`config.mk`:
```
export PLATFORM = sky130hd
export DESIGN_NAME = round_sequencer
export DESIGN_NICKNAME = d
export VERILOG_FILES = /design/src/rtl/round_pkg.sv /design/src/rtl/tick_prescaler.sv /design/src/rtl/round_sequencer.sv
export SDC_FILE = /design/constraint.sdc
export NUM_CORES = 1
export LEC_CHECK = 0
export CAP_MARGIN = 10
export CORE_MARGIN = 2
export CORE_UTILIZATION = 30
export CTS_CLUSTER_DIAMETER = 80
export CTS_CLUSTER_SIZE = 16
export DETAILED_ROUTE_END_ITERATION = 16
export GPL_ROUTABILITY_DRIVEN = 0
export GPL_TIMING_DRIVEN = 1
export PLACE_DENSITY_LB_ADDON = 0.1
export SLEW_MARGIN = 25
export SYNTH_ARGS = -nofsm -noshare
export SYNTH_HDL_FRONTEND = slang
export SYNTH_HIERARCHICAL = 1
export SYNTH_SLANG_ARGS = --single-unit
```
`constraint.sdc`:
```
create_clock -name clk -period 2.5 [get_ports clk]
set_clock_uncertainty 0.15 [all_clocks]
set_input_delay 0.625 -clock clk [delete_from_list [all_inputs] [get_ports clk]]
set_output_delay 0.625 -clock clk [all_outputs]
set_load 0.02 [all_outputs]
```
`src/rtl/round_pkg.sv`:
```
// Shared definitions for the guessing-game round controller:
// state codes, default round timing, and the per-level time load rule.
package round_pkg;

   typedef enum logic [2:0] {
      ST_WELCOME = 3'd0,
      ST_READY   = 3'd1,
      ST_GEN     = 3'd2,
      ST_PLAY    = 3'd3,
      ST_LOSE    = 3'd4
   } round_state_t;

   localparam int BASE_TIME_DEF = 30;
   localparam int MIN_TIME_DEF  = 3;
   localparam int TIME_W        = 5;

   // Each won level removes two seconds, never dropping below the floor.
   // Plain int arithmetic covers the full signed range of the level-based subtraction.
   function automatic logic [TIME_W-1:0] load_time(input int lvl, input int base_t, input int min_t);
      int t;
      t = base_t - 2 * lvl;
      if (t < min_t) t = min_t;
      return t[TIME_W-1:0];
   endfunction

endpackage

```
`src/rtl/tick_prescaler.sv`:
```
// Free-running divider producing a one-cycle tick every TICK_DIV enabled cycles;
// clr restarts the count so the first tick lands exactly TICK_DIV cycles later.
module tick_prescaler #(
   parameter int TICK_DIV = 50_000_000
) (
   input  logic clk,
   input  logic rst_n,
   input  logic clr,
   input  logic en,
   output logic tick
);

   localparam int CW = (TICK_DIV > 1) ? $clog2(TICK_DIV) : 1;

   logic [CW-1:0] count_reg;
   logic [CW-1:0] count_next;

   assign tick = en && (count_reg == CW'(TICK_DIV - 1));

   always_comb begin
      count_next = count_reg;
      if (clr)
         count_next = '0;
      else if (en)
         count_next = tick ? '0 : count_reg + 1'b1;
   end

   always_ff @(posedge clk or negedge rst_n) begin
      if (!rst_n)
         count_reg <= '0;
      else
         count_reg <= count_next;
   end

endmodule

```
`src/rtl/round_sequencer.sv`:
```
// Round controller: requests a target, runs the countdown, judges the guess
// and tracks level and win/lose outcome. All outputs come straight from registers.
module round_sequencer
   import round_pkg::*;
#(
   parameter int TICK_DIV  = 50_000_000,
   parameter int BASE_TIME = BASE_TIME_DEF,
   parameter int MIN_TIME  = MIN_TIME_DEF,
   parameter int LVL_W     = 8,
   parameter int NUM_W     = 8
) (
   input  logic             clk,
   input  logic             rst_n,
   input  logic             btn_pulse,
   input  logic [NUM_W-1:0] guess,
   input  logic             gen_ack,
   input  logic [NUM_W-1:0] gen_value,
   output logic             gen_req,
   output logic [2:0]       state,
   output logic [LVL_W-1:0] level,
   output logic [4:0]       time_left,
   output logic             timer_run,
   output logic [NUM_W-1:0] target,
   output logic             win_pulse,
   output logic             lose_pulse
);

   round_state_t     state_reg, state_next;
   logic [LVL_W-1:0] level_reg, level_next;
   logic [4:0]       time_left_reg, time_left_next;
   logic             timer_run_reg, timer_run_next;
   logic [NUM_W-1:0] target_reg, target_next;
   logic             gen_req_reg, gen_req_next;
   logic             win_reg, win_next;
   logic             lose_reg, lose_next;
   logic             presc_clr;
   logic             tick;

   tick_prescaler #(.TICK_DIV(TICK_DIV)) u_prescaler (
      .clk   (clk),
      .rst_n (rst_n),
      .clr   (presc_clr),
      .en    (timer_run_reg),
      .tick  (tick)
   );

   always_comb begin
      state_next     = state_reg;
      level_next     = level_reg;
      time_left_next = time_left_reg;
      timer_run_next = timer_run_reg;
      target_next    = target_reg;
      gen_req_next   = gen_req_reg;
      win_next       = 1'b0;
      lose_next      = 1'b0;
      presc_clr      = 1'b0;

      case (state_reg)
         ST_WELCOME: begin
            if (btn_pulse) state_next = ST_READY;
         end
         ST_READY: begin
            if (btn_pulse) begin
               state_next     = ST_GEN;
               gen_req_next   = 1'b1;
               time_left_next = load_time(int'(level_reg), BASE_TIME, MIN_TIME);
            end
         end
         ST_GEN: begin
            if (gen_ack) begin
               target_next    = gen_value;
               gen_req_next   = 1'b0;
               timer_run_next = 1'b1;
               presc_clr      = 1'b1;
               state_next     = ST_PLAY;
            end
         end
         ST_PLAY: begin
            if (tick) time_left_next = time_left_reg - 1'b1;
            // An expiring tick outranks a press landing on the same cycle.
            if (tick && time_left_reg == 5'd1) begin
               lose_next      = 1'b1;
               timer_run_next = 1'b0;
               state_next     = ST_LOSE;
            end else if (btn_pulse) begin
               timer_run_next = 1'b0;
               if (guess == target_reg) begin
                  win_next   = 1'b1;
                  state_next = ST_READY;
                  if (level_reg != '1) level_next = level_reg + 1'b1;
               end else begin
                  lose_next  = 1'b1;
                  state_next = ST_LOSE;
               end
            end
         end
         ST_LOSE: begin
            if (btn_pulse) begin
               state_next = ST_READY;
               level_next = '0;
            end
         end
         default: begin
            state_next     = ST_WELCOME;
            timer_run_next = 1'b0;
            gen_req_next   = 1'b0;
         end
      endcase
   end

   always_ff @(posedge clk or negedge rst_n) begin
      if (!rst_n) begin
         state_reg     <= ST_WELCOME;
         level_reg     <= '0;
         time_left_reg <= 5'(BASE_TIME);
         timer_run_reg <= 1'b0;
         target_reg    <= '0;
         gen_req_reg   <= 1'b0;
         win_reg       <= 1'b0;
         lose_reg      <= 1'b0;
      end else begin
         state_reg     <= state_next;
         level_reg     <= level_next;
         time_left_reg <= time_left_next;
         timer_run_reg <= timer_run_next;
         target_reg    <= target_next;
         gen_req_reg   <= gen_req_next;
         win_reg       <= win_next;
         lose_reg      <= lose_next;
      end
   end

   assign state      = state_reg;
   assign level      = level_reg;
   assign time_left  = time_left_reg;
   assign timer_run  = timer_run_reg;
   assign target     = target_reg;
   assign gen_req    = gen_req_reg;
   assign win_pulse  = win_reg;
   assign lose_pulse = lose_reg;

endmodule

```
# Yosys cells after proc, flatten, opt, wreduce, memory -nomap -nowiden
# Cells that the tools add are included.
# op_classes
n_lt_le_gt_ge	1
muxes	37
reduce_logical	15
eq_ne	18
add_sub_neg	4
bitwise_logic	2
# op_table
operator	n
two-way mux 26 bit	3
two-way mux 8 bit	5
adder 26 x 1 -> 26 bit, second input constant	1
== test 26 bit, second input constant	1
two-way mux 3 bit	6
!= test 2 bit, second input constant	8
one-hot mux 8 bit (2 select lines)	1
two-way mux 1 bit	15
two-way mux 5 bit	3
one-hot mux 3 bit (4 select lines)	1
< comparator 10 x 3 -> 1 bit, second input constant	1
one-hot mux 5 bit (2 select lines)	1
subtractor 5 x 9 -> 10 bit, first input constant	1
AND reduction 3 bit	3
adder 8 x 1 -> 8 bit, second input constant	1
== test 8 bit	1
!= test 8 bit, second input constant	1
== test 3 x 2 -> 1 bit, second input constant	2
one-hot mux 1 bit (3 select lines)	2
AND reduction 6 bit	1
nonzero test 2 bit	3
OR reduction 3 bit	2
== test 5 x 1 -> 1 bit, second input constant	1
subtractor 5 x 1 -> 5 bit, second input constant	1
10 further kinds	12
# totals
out_inout_bits	28
ff_bits	54
elab_cells	86
inputBits	20

# Longest topological paths before layout
# logic_depth
depth_word	6
depth_mapped	10
mapped_depth_nobuf	9

# Hierarchy
# The synthesis kept the hierarchy.
# by_module_without_submodules
mod	area_per_inst_um2	instances	cells_each	seq_area_each_um2
round_sequencer	1659.1	1	166	705.7
tick_prescaler	1492.7	1	157	650.6

# Worst setup path after synthesis
# No wires, ideal clock.
# synth_timing
kind	register to register
start	register state_reg[1], in the netlist state[1]
end	register u_prescaler.count_reg[19]
path_slack_ps	-61
setup_ps	120
t_arrival_ps	2290
stages_incl_launch_ff	10
path_buffers	2
t_required_ps	2230
path_cell_list	dfrtp_1 buf_2 nand2_1 nor3_4 buf_2 o2111ai_1 nor4_2 nand4_1 xor2_1 nor2_2
# synth_between
elab_chain_cells	3
# synth_lines
item	line_no	text
start: declaration	round_sequencer.sv:28	round_state_t state_reg, state_next;
start signal: assignment	round_sequencer.sv:122	state_reg <= state_next;
== test 3 x 2 -> 1 bit *	round_sequencer.sv:58	case (state_reg)
two-way mux 1 bit *	round_sequencer.sv:58	
via presc_clr	round_sequencer.sv:36	logic presc_clr;
two-way mux 26 bit or nonzero test 2 bit (tied branches)	-	
end signal: assignment	tick_prescaler.sv:32	count_reg <= count_next;
end: declaration	tick_prescaler.sv:15	logic [CW-1:0] count_reg;
# The timed path passes the listed nets; every way through them passes the cells marked *.
# A chain may end at the register's enable or synchronous reset.

# Final worst setup path
# layout_timing
start	register state_reg[0], in the netlist state[0]
end	output port state[0]
# layout_lines
item	line_no	text
end: declaration	round_sequencer.sv:19	output logic [2:0] state,
# No word-level cell between the ends.

==> out/results.ini <==
[status]
status = finished clean

[pwr]
pwr_density_cell_nw_per_um2 = 892
swShare_pct = 40.2
irDropWorstVdd_mv = 0.439
seq_power_share_pct = 38.0
clock_power_share_pct = 14.3
p_comb_share_pct = 47.8
p_int_mw = 2.22
p_switching_mw = 1.49
leakage_nw = 1.76

[sta]
slew_viol_final = 0
whs_ns = 0.120
clock.fmax_mhz = 413
hold_viol_final = 0
post-route-period-util_pct = 96.9
tightest_slew_ns = 0.617
rsz0062_at_grt = false
slew_headroom_pct = 58.6
period_needed_ns = 2.42
setup_violations = 0

[layout]
final_area_sq_um = 4160
instances_no_fill = 542
n_fill_cell = 1078
diodes = 0
finalNetCount = 432
areaGrowthSynthToFinish_pct = 32.0
drive_gt1_share_pct = 19.2
final-seq-area_sq_um = 1360
multi_input_area_sq_um = 1730
largest_reg_flops = 26

[setup_path]
worstPathArrival_ns = 1.65
slowest_stage = clkdlybuf4s50_1
worstPathCellList = clkdlybuf4s50_1
worstSetupStartpointType = register
crit_required_ns = 1.73
critPathMaxStageDelay_ns = 0.70
critPathKind = reg2out
critPathMaxFanout = 11
crit_buf_inv = 1
endpoint_kind = output port
cpLargestDelayFamily = buffers and inverters

[clock_tree]
clk_path_buf_depth = 2
cts_setup_buffers = 0
clock_latency_ns = 0.31
cts.sinks = 54
cts_root_buffer = clkbuf_8
cts_tree = built
numCtsBuffers = 5
ctsHoldBuffers = 0
clk_pin_slew_ns = 0.10
htreeDepth = 2

[global_routing]
met2_usage_pct = 25.4
grt_max_degree = 55
antenna_found_initial = 0
grt_pass1_vias = 2843
gr-total-overflow = 0
grt_first_pass_wirelength_um = 13900
top_usage_layer = met2
track_usage_pct = 15.1
met1_usage_pct = 20.2
grt_util_met3_pct = 2.45

[place]
io_buffers = 47
dp.cells = 534
dpl_cell_area_sq_um = 4040
post-dp-hpwl_um = 5880

[detailed_routing]
drtAntennaViolNets = 0
via_per_inst = 5.03
route.detailed.drc = 0
drtIter0Drc = 100
firstDrtPassIters = 4
vias = 2724
wire_per_inst_um = 14.8
wl_um = 8030

[logic_synthesis]
synth_simple_gate_area_share_pct = 26.4
seq_area_frac_synth_pct = 43.0
async_flop_share_pct = 100
synth-edff-count = 0
ys_types = 63
synthFlopType = dfrtp_1
synth_compound_area_share_pct = 13.5
avgSynthCellArea_sq_um = 9.76
ys_ff_latch = 54
synth-xor-area-share_pct = 7.78
synth_area_sq_um = 3150
synthCells = 323
synth_fa_ha_area_share_pct = 2.78
syn_nets = 350
synth_top_family_by_area = simple AND/OR/NAND/NOR gates
synthMuxAreaShare_pct = 3.57
yosys_warnings = 6

[hold_path]
hold_class = in2async

[job]
drv_cap = 0

[die]
io_pins = 48
die_h_um = 107
placementRows = 37
start_util_pct = 30.7
coreArea_sq_um = 10300
die_area_sq_um = 11300
fp.dieW_um = 107

[routing by layer]
metal / vias up / wire length (um)
met5: - / 0
met4: 0 / 79
met3: 7 / 238
met2: 43 / 3950
met1: 1338 / 3760
li1: 1336 / -
[power groups by stage]
stage          clock network, mW  logic (mW)  registers [mW]
6_report                   0.530        1.77            1.41
3_3_place_gp                   0        1.78            1.43
4_1_cts                    0.557        1.79            1.41
3_5_place_dp                   0        1.78            1.43
5_1_grt                    0.585        1.96            1.46
2_1_floorplan                  0       0.821            1.59
[cell usage after synthesis, types with 8 or more instances]
| library cell | number | area share, % |
|---|---|---|
| inv_1 | 9 | 1.1 |
| nor2_1 | 37 | 4.4 |
| nand2_1 | 20 | 2.4 |
| o21ai_0 | 16 | 2.5 |
| xnor2_1 | 14 | 3.9 |
| xor2_1 | 14 | 3.9 |
| nand3_1 | 20 | 3.2 |
| dfrtp_1 | 50 | 40 |
| mux2_2 | 8 | 2.9 |
| a21oi_1 | 11 | 1.7 |
| nand4_1 | 12 | 2.4 |
[kinds of logic (layout without fill, tap and decap cells)]
| logic type | Yosys count | count (layout) |
|---|---|---|
| muxes | 10 | 10 |
| DFF | 54 | 54 |
| and+or+nand+nor | 143 | 143 |
| adders and majority gates | 7 | 7 |
| xor gates and xnor gates | 28 | 28 |
| buffers and inverters | 19 | 102 |
| AOI/OAI and AO/OA | 62 | 62 |
[worst register-to-register path, cell delays in order, from the launching register on]
cell and delay [ns]:
dfrtp_1 0.42, nor4bb_1 0.16, buf_4 0.14, and4_1 0.20, nand2_1 0.09, inv_1 0.08
and4b_4 0.22, o31a_4 0.41, o31ai_1 0.29, o31ai_1 0.11
[placed cells by master (no fill, tap or decap), types with 2 or more instances in the layout]
cell type,synthesis,layout
a21o_1,2,2
a21oi_1,11,11
a22oi_1,2,2
a31oi_1,2,2
and2_1,7,7
and3_1,6,6
and4_1,4,4
buf_12,0,2
buf_4,1,36
clkbuf_8,0,6
clkdlybuf4s50_1,0,46
dfrtp_1,50,49
dfstp_2,4,4
ha_1,7,7
inv_1,9,9
mux2_1,2,2
mux2_2,8,8
nand2_1,20,20
nand2b_1,4,4
nand3_1,20,20
nand3_4,2,2
nand4_1,12,12
nand4b_1,3,3
nor2_1,37,37
nor2_2,3,3
nor3_1,6,6
nor4_1,3,2
nor4_4,1,2
o21a_1,3,3
o21ai_0,16,16
o21ai_1,4,4
o22ai_1,3,3
o31ai_1,6,6
or3_1,2,2
xnor2_1,14,14
xor2_1,14,14
[cell type report]
cell class / count / share of cell area (%)
inverter: 9 / 0.812
clock buffer: 7 / 2.07
tap: 136 / 4.09
timing repair buffer: 85 / 18.6
sequential: 54 / 32.6
multi-input combinational: 250 / 41.6
clock inverter: 1 / 0.120
[timing repair]
item | 4_1_cts | 5_1_grt
hold endpoints to repair | 0 | 0
resized for setup | 0 | 5
endpoints found under the setup margin | 0 | 13
[final timing paths]
kind,from,to,slack [ns],depth (start not counted)
worst max-delay path,state[0],state[0],0.08,1
worst min-delay path,rst_n,u_prescaler/count_reg[9],0.12,2
worst max register to register,u_prescaler/count_reg[25],level[3],0.13,9
worst min register to register,time_left[1],time_left[1],0.36,2
max in group asynchronous,rst_n,time_left[3],1.75,2
min in group clk,time_left[1],time_left[1],0.36,2
[through the flow]
stage               setup TNS, ns  power [mW]  util, %  setup WS (ns)
finish                          0        3.71     40.5         0.0771
floorplan                       0        2.41        -         0.0140
global placement           -0.443        3.21     39.3        -0.0787
CTS                             0        3.76     40.2         0.0368
detailed placement         -0.741        3.21     39.3         -0.104
global route                    0        4.00     40.5        0.00512
Power figures use the tool's default switching activity.
